<file path="src/rtl/aes_dec_ingress.sv">
// aes_dec_ingress: ingress FIFO, K10 key manager and in-flight tracker
// feeding the round-10 stage of the pipelined AES-128 decryptor.
// Optional feature macro: DEC_INGRESS_STATS_EN adds the blk_count issue counter.
module aes_dec_ingress #(
    parameter int BLOCK_LENGTH = 128,
    parameter int FIFO_DEPTH   = 4,
    parameter int PIPE_DEPTH   = 10
`ifdef DEC_INGRESS_STATS_EN
    ,
    parameter int CNT_W        = 32
`endif
) (
    input  logic                    clk,
    input  logic                    rst,
    input  logic                    in_valid,
    output logic                    in_ready,
    input  logic [BLOCK_LENGTH-1:0] in_data,
    input  logic                    key_load,
    input  logic [BLOCK_LENGTH-1:0] key_in,
    output logic                    key_busy,
    output logic [BLOCK_LENGTH-1:0] r10_in,
    output logic [BLOCK_LENGTH-1:0] r10_key,
    output logic                    r10_en,
    output logic                    out_valid
`ifdef DEC_INGRESS_STATS_EN
    ,
    output logic [CNT_W-1:0]        blk_count
`endif
);

    localparam int AW = $clog2(FIFO_DEPTH);
    localparam int CW = AW + 1;
    localparam logic [CW-1:0] DEPTH_C = CW'(FIFO_DEPTH);

    typedef enum logic [1:0] {
        NOKEY,
        RUN,
        DRAIN
    } state_t;

    state_t                  state;
    logic [BLOCK_LENGTH-1:0] mem [FIFO_DEPTH];
    logic [AW-1:0]           wr_ptr;
    logic [AW-1:0]           rd_ptr;
    logic [CW-1:0]           count;
    logic [BLOCK_LENGTH-1:0] pend_key;
    logic [PIPE_DEPTH-1:0]   tracker;
    logic                    push;
    logic                    pop;
    logic                    idle;

    assign in_ready  = (state == RUN) && (count < DEPTH_C);
    assign push      = in_valid && in_ready;
    assign pop       = (count != '0);
    // Nothing buffered, nothing at the round-10 input, nothing in the pipe.
    assign idle      = (count == '0) && !r10_en && (tracker == '0);
    assign key_busy  = (state == DRAIN);
    assign out_valid = tracker[PIPE_DEPTH-1];

    // FIFO storage write; contents need no reset, count guards reads.
    always_ff @(posedge clk) begin
        if (push) begin
            mem[wr_ptr] <= in_data;
        end
    end

    // FIFO pointers and occupancy; power-of-two depth wraps naturally.
    always_ff @(posedge clk or posedge rst) begin
        if (rst) begin
            wr_ptr <= '0;
            rd_ptr <= '0;
            count  <= '0;
        end else begin
            if (push) begin
                wr_ptr <= wr_ptr + 1'b1;
            end
            if (pop) begin
                rd_ptr <= rd_ptr + 1'b1;
            end
            case ({push, pop})
                2'b10:   count <= count + 1'b1;
                2'b01:   count <= count - 1'b1;
                default: count <= count;
            endcase
        end
    end

    // Issue the FIFO head to round 10 every cycle the FIFO holds data.
    always_ff @(posedge clk or posedge rst) begin
        if (rst) begin
            r10_in <= '0;
            r10_en <= 1'b0;
        end else begin
            r10_en <= pop;
            if (pop) begin
                r10_in <= mem[rd_ptr];
            end
        end
    end

    // Shift issued-block markers down the pipe to time out_valid.
    always_ff @(posedge clk or posedge rst) begin
        if (rst) begin
            tracker <= '0;
        end else begin
            tracker <= {tracker[PIPE_DEPTH-2:0], r10_en};
        end
    end

    // Key FSM: swap K10 only when no block can observe the change.
    always_ff @(posedge clk or posedge rst) begin
        if (rst) begin
            state    <= NOKEY;
            r10_key  <= '0;
            pend_key <= '0;
        end else begin
            unique case (state)
                NOKEY: begin
                    if (key_load) begin
                        r10_key <= key_in;
                        state   <= RUN;
                    end
                end
                RUN: begin
                    if (key_load) begin
                        if (idle && !push) begin
                            r10_key <= key_in;
                        end else begin
                            pend_key <= key_in;
                            state    <= DRAIN;
                        end
                    end
                end
                DRAIN: begin
                    if (key_load) begin
                        pend_key <= key_in;
                    end
                    if (idle) begin
                        r10_key <= key_load ? key_in : pend_key;
                        state   <= RUN;
                    end
                end
                default: begin
                    state <= NOKEY;
                end
            endcase
        end
    end

`ifdef DEC_INGRESS_STATS_EN
    // Count issued blocks; wraps at 2^CNT_W.
    always_ff @(posedge clk or posedge rst) begin
        if (rst) begin
            blk_count <= '0;
        end else if (pop) begin
            blk_count <= blk_count + 1'b1;
        end
    end
`endif

endmodule
</file>
<file path="config.mk">
export PLATFORM = sky130hd
export DESIGN_NAME = aes_dec_ingress
export DESIGN_NICKNAME = d
export VERILOG_FILES = /design/src/rtl/aes_dec_ingress.sv
export SDC_FILE = /design/constraint.sdc
export NUM_CORES = 1
export LEC_CHECK = 0
export BUFFER_PORTS_ARGS = -buffer_cell sky130_fd_sc_hd__buf_2
export CAP_MARGIN = 5
export CORE_AREA = 5 5 327 329
export CTS_CLUSTER_DIAMETER = 80
export CTS_CLUSTER_SIZE = 16
export DETAILED_ROUTE_END_ITERATION = 6
export DIE_AREA = 0 0 332 334
export REMOVE_ABC_BUFFERS = 1
export SLEW_MARGIN = 0
export SYNTH_ARGS = -nofsm -noshare
export SYNTH_HDL_FRONTEND = slang
export SYNTH_SLANG_ARGS = --single-unit
</file>
<file path="constraint.sdc">
create_clock -name clk -period 25.9 [get_ports clk]
set_input_delay 1.295 -clock clk [delete_from_list [all_inputs] [get_ports clk]]
set_output_delay 1.295 -clock clk [all_outputs]
set_load 0.01 [all_outputs]
</file>
==> results of run 1 <==
-- through the flow --
stage	utilization, %	instance area, um^2	hold WS, ps
after floorplan	-	35200	354
after global placement	38.6	39800	361
after detailed placement	38.6	39800	363
after CTS	40.6	41900	383
after global routing	40.6	41900	396
final	40.6	42000	377
-- cells in the final DEF (no fill, tap or decap), drive strengths merged, types with 4 or more instances in the layout --
cell,synthesis,layout
dfrtp,404,404
mux2,384,384
inv,9,11
nor2,7,7
ha,5,5
buf,51,542
diode,0,18
xnor2,4,4
clkinv,0,7
mux4,128,128
edfxtp,512,512
nand2,391,391
and2,4,4
clkbuf,48,104
-- worst paths after layout --
path / end / slack, ps / from
setup / recovery: mem[3][113]$_DFFE_PP_ / 22140 / in_valid
hold / removal: tracker[1]$_DFF_PP0_ / 380 / tracker[0]$_DFF_PP0_
setup reg to reg: mem[3][113]$_DFFE_PP_ / 22210 / state[1]$_DFFE_PP0P_
hold reg to reg: tracker[1]$_DFF_PP0_ / 380 / tracker[0]$_DFF_PP0_
max in group asynchronous: r10_in[30]$_DFFE_PP0P_ / 22940 / rst
min in group asynchronous: r10_key[46]$_DFFE_PP0P_ / 800 / rst
-- layout make-up --
class	count	share of cell area (%)
clock inverter	10	0.415
multi-input combinational	940	23.2
sequential	916	60.8
clock buffer	104	4.63
tap	1380	4.12
inverter	9	0.104
antenna	18	0.107
timing repair buffer	542	6.69
-- synthesized netlist by cell type, drive strengths merged --
master / count / area [um^2]
fa: 1 / 20.0
buf: 51 / 521
dfrtp: 404 / 10100
inv: 9 / 33.8
o21ai: 1 / 5.00
clkbuf: 48 / 180
edfxtp: 512 / 15400
o32ai: 1 / 8.76
nor4: 2 / 12.5
and2b: 1 / 7.51
nor3b: 1 / 18.8
mux2i: 1 / 10.0
ha: 5 / 62.6
and2: 4 / 25.0
mux2: 384 / 5010
xor2: 2 / 17.5
mux4: 128 / 2880
nand4: 1 / 12.5
nor2: 7 / 28.8
o22ai: 1 / 12.5
nand2b: 2 / 15.0
nor3: 2 / 15.0
o211ai: 1 / 12.5
nand2: 391 / 1470
xnor2: 4 / 35.0
-- state kept, by name, indices dropped and copies added (netlist names) --
register and flops:
r10_key 128, count 3, pend_key 128, r10_en 1, state 2, r10_in 128
tracker 10, rd_ptr 2, wr_ptr 2, mem 512
-- per-layer routing --
| layer | wire, um | track usage (%) | share of wire [%] | vias to the layer above |
|---|---|---|---|---|
| met3 | 8000 | 6.23 | 9.4 | 126 |
| met5 | 255 | 0 | 0.30 | - |
| met4 | 1370 | 2.85 | 1.6 | 38 |
| li1 | - | - | - | 8285 |
| met1 | 36000 | 19.6 | 42 | 9587 |
| met2 | 39200 | 23.6 | 46 | 581 |
-- power groups by stage --
| stage | logic (mW) | clock network [mW] | registers [mW] |
|---|---|---|---|
| 2_1_floorplan | 1.07 | 0 | 2.28 |
| 3_3_place_gp | 1.59 | 0 | 2.16 |
| 3_5_place_dp | 1.61 | 0 | 2.18 |
| 4_1_cts | 1.61 | 1.09 | 2.16 |
| 5_1_grt | 1.71 | 1.14 | 2.20 |
| 6_report | 1.57 | 1.05 | 2.15 |
-- worst max-delay path, cell delays in order --
cell and delay (ps):
buf_2 80, nor3b_4 480, and2_4 580, buf_4 650, buf_4 760
-- kinds of logic (layout without fill, tap and decap cells) --
family | Yosys count | in the layout
mux | 513 | 513
simple gates | 411 | 411
other cells | 0 | 18
fa+ha+maj | 6 | 6
compound gates | 4 | 4
xor+xnor | 6 | 6
buf+inv | 108 | 665
flops | 916 | 916
==> results.yml, run 1 <==
layout:
  ff_latch_area_um2: 25500
  fin_cells: 3919
  nets: 2744
  area_delta_synth_final_pct: 16.9
  drive_gt1_share_pct: 44.3
  n_fill_cell: 9361
  multi_input_area_um2: 9720
synth:
  synth_mux_area_share_pct: 22.0
  synth-adder-area-share_pct: 0.230
  synthCells: 1964
  syn_area_um2: 35900
  synth-simple-area-share_pct: 4.46
  synth.avg_cell_area_um2: 18.3
  yosysWarnings: 0
  synth_seq_cells: 916
  synth_xor_xnor_area_share_pct: 0.146
  synth_top_family_by_area: "multiplexers"
  synth_compound_area_share_pct: 0.108
  ys_seq_area_share_pct: 71.0
  synth.distinct_cells: 35
clock_tree:
  clock_path_buffers: 3
  cts_sinks: 916
  root_buffer: "clkbuf_16"
  worstSkewPairLatency_ps: 640
  cts_tree: "done"
  cts.reportedPaths.clkPinSlew_ps: 70
  cts_made_buffers: 69
  cts_resized: 0
  postCtsSetupBuffers: 0
  cts_hold_buffers: 0
  h-tree-depth: 3
flow_run:
  drv_cap: 0
setup_path:
  crit_type: "in2reg"
  endpoint_kind: "flop"
  critPathMaxFanout: 55
  required_ps: 26150
  worstPathArrival_ps: 4010
  rr_worst_depth: 5
  crit_path_start_kind: "input pin"
routing:
  vias_per_cell: 4.75
  wl_per_cell_um: 21.6
  drc: 0
  routed_wl_mm: 84.8
  dr.first_iter.drc_count: 1054
  drtPass1Iterations: 4
  dr_total_vias: 18600
  ant_nets: 0
global_routing:
  grt_pass1_vias: 19800
  grt_remaining_overflow: 0
  antenna_found_initial: 44
  grt_usage_pct: 14.9
  grt_max_degree: 158
  grt_pass1_wl_mm: 128
floorplanning:
  dieArea_um2: 111000
  start_util_pct: 34.8
  die_h_um: 334
  rows: 118
  die_x_um: 332
  core_um2: 103000
  io_pins: 520
power_and_ir_drop:
  swShare_pct: 31.6
  ir_drop_uv: 81.3
  power.switching_mw: 1.51
  powerDensity_nw_per_um2: 114
  p_leak_nw: 16.9
  internal_power_mw: 3.26
  pwr-share-clk_pct: 21.9
  combPwrFrac_pct: 32.9
  seqPwrFrac_pct: 45.1
  p_total_mw: 4.77
timing:
  fmaxAchievable_ghz: 0.266
  worst_slack_ps: 22140
  finalCriticalPeriod_ps: 3760
  worstMarginPinSlew_ps: 1110
  rsz0062_at_grt: "false"
  fin_setup_tns_ps: 0
  finalSetupViolCount: 0
  hold_violations: 0
  skew_ps: 21.3
  min_period_over_period_pct: 14.5
  slew_viol_final: 0
  maxSlewHeadroom_pct: 26.3
min_path:
  hold-path-cell-count: 0
  hold_path_class: "reg2reg"
place:
  port-buffer-count: 519
  dp_cells: 3787
  dp_slack_ps: 21410
  detailed_place_hpwl_mm: 55.0
  gp_congestion: 0.768
status:
  outcome: "complete, no violations"
Power figures use the tool's default switching activity.
==> run 2: changes to the inputs <==
- clock period: 25.9 -> 3.1 ns (I/O delays scaled with it)
==> run 2 against run 1 <==
  * Count of clock-buffer cells in the layout grew 5
  * Critical path depth grew 2
  * Worst setup slack lost 22000 ps
  * First-iteration DRC count grew 3.8%
  * Routed wire length grew 4.0%
  * Die area is the same
  * Register-to-register slack lost 22000 ps
  * Final cell count grew 7.6%
  * Global-route usage grew 0.71 points
  * Via count grew 6.4%
  * Clock skew is essentially flat
  * Sequential cell count is the same
  * Critical endpoint is now r10_key[16]$_DFFE_PP0P_
==> results.yml, run 2 (synthesized netlist as in run 1, its figures left out) <==
timing:
  maxSlewHeadroom_pct: 40.3
  finalSetupViolCount: 0
  min_period_over_period_pct: 84.4
  rsz0062_at_grt: "false"
  fmaxAchievable_ghz: 0.382
  worstMarginPinSlew_ps: 895
  skew_ps: 20.9
  whs_ps: 86.6
  finalCriticalPeriod_ps: 2620
  hold_violations: 0
  slew_viol_final: 0
status:
  outcome: "complete, no violations"
min_path:
  hold_path_class: "in2async"
global_routing:
  grt_usage_pct: 15.6
  grt_remaining_overflow: 0
  antenna_found_initial: 17
  grt_pass1_vias: 21600
  grt_pass1_wl_mm: 135
  grt_max_degree: 131
clock_tree:
  worstSkewPairLatency_ps: 650
  cts_hold_buffers: 259
  clock_path_buffers: 3
  h-tree-depth: 3
  cts_tree: "done"
  cts_sinks: 916
  postCtsSetupBuffers: 0
  cts.reportedPaths.clkPinSlew_ps: 70
  root_buffer: "clkbuf_16"
  cts_made_buffers: 70
  cts_resized: 0
place:
  dpl_cell_area_um2: 40400
  port-buffer-count: 519
  gp_congestion: 0.817
  detailed_place_hpwl_mm: 56.7
  dp_cells: 3825
routing:
  wl_per_cell_um: 20.9
  dr_total_vias: 19800
  drtPass1Iterations: 4
  drc: 0
  dr.first_iter.drc_count: 1094
  routed_wl_mm: 88.2
  ant_nets: 0
  vias_per_cell: 4.69
layout:
  largest_register_ffs: 512
  drive_gt1_share_pct: 41.0
  nets: 3042
  regMostFlops: "mem"
  layout_commonest_cell: "buf_2"
  fin_cells: 4218
  area_delta_synth_final_pct: 25.8
  final_area_um2: 45200
  layout_common_cells: "519 x buf_2, 512 x edfxtp_1, 402 x dfrtp_1"
power_and_ir_drop:
  ir_drop_uv: 609
  powerDensity_nw_per_um2: 899
  p_leak_nw: 18.3
setup_path:
  reg2reg_slack_ps: 480
  crit_path_start_kind: "flop"
  endpoint: "r10_key[16]$_DFFE_PP0P_"
  required_ps: 3610
  worstPathArrival_ps: 3130
  crit_path_start: "state[1]$_DFFE_PP0P_"
  rr_worst_depth: 7
  critPathMaxFanout: 40
  endpoint_kind: "flop"
  r2r-start: "state[1]$_DFFE_PP0P_"
  timing.rr.end: "r10_key[16]$_DFFE_PP0P_"
  crit_type: "reg2reg"
flow_run:
  drv_cap: 0
floorplanning:
  die_x_um: 332
  io_pins: 520
  core_um2: 103000
  start_util_pct: 34.8
  die_h_um: 334
  dieArea_um2: 111000
  rows: 118
-- run 2: changes by cell type in the layout (fill, tap and decap cells not counted), sizes merged --
cell | previous run | this run
clkinv | 7 | 3
buf | 542 | 580
clkinvlp | 0 | 2
inv | 11 | 15
dlygate4sd3 | 0 | 259
clkbuf | 104 | 109
bufinv | 1 | 0
diode | 18 | 14
-- run 2: layout make-up --
cell class	count	area (um^2)
diodes	14	35.0
clock inverters	11	156
inverters	9	43.8
multi-input cells	940	9720
flip-flops and latches	916	25500
clock buffers	109	1980
well taps	1380	1730
fillers	9048	58000
repair buffers	839	6020
-- run 2: worst min-delay path by stage --
stage                     slack, ps                         to        from
after floorplan                 250        mem[0][0]$_DFFE_PP_  in_data[0]
after global placement          230   pend_key[45]$_DFFE_PP0P_         rst
after detailed placement        240    r10_key[71]$_DFFE_PP0P_         rst
after CTS                        50  pend_key[126]$_DFFE_PP0P_         rst
after global routing             90    r10_key[71]$_DFFE_PP0P_         rst
final                            90    r10_key[71]$_DFFE_PP0P_         rst
-- run 2: per-layer routing --
layer | up-vias | part of all wire (%) | global-route usage [%]
li1 | 8873 | - | -
met1 | 10300 | 43 | 20.4
met2 | 561 | 47 | 25.5
met3 | 103 | 7.8 | 5.17
met4 | 10 | 2.0 | 3.68
met5 | - | 0.075 | 0
-- run 2: critical path, stage by stage, from the launching register on --
cell and delay (ps):
dfrtp_1 410, nand2b_2 250, nor3b_4 470, nor2_2 120
o22ai_4 190, buf_12 270, buf_12 320, mux2_2 380
-- run 2: power breakdown --
group          switching [mW]  internal (mW)
sequential               1.91           16.1
clock                    4.34           4.49
combinational            6.66           7.12
-- run 2: metrics by stage --
stage | TNS [ps] | utilization, % | power [mW] | setup slack, ps
5_1_grt | 0 | 43.8 | 43.0 | 393
2_1_floorplan | -6103610 | - | 27.1 | -8290
6_report | 0 | 43.8 | 40.6 | 483
4_1_cts | 0 | 43.7 | 41.3 | 503
3_3_place_gp | 0 | 39.2 | 31.6 | 561
3_5_place_dp | 0 | 39.2 | 32.0 | 506
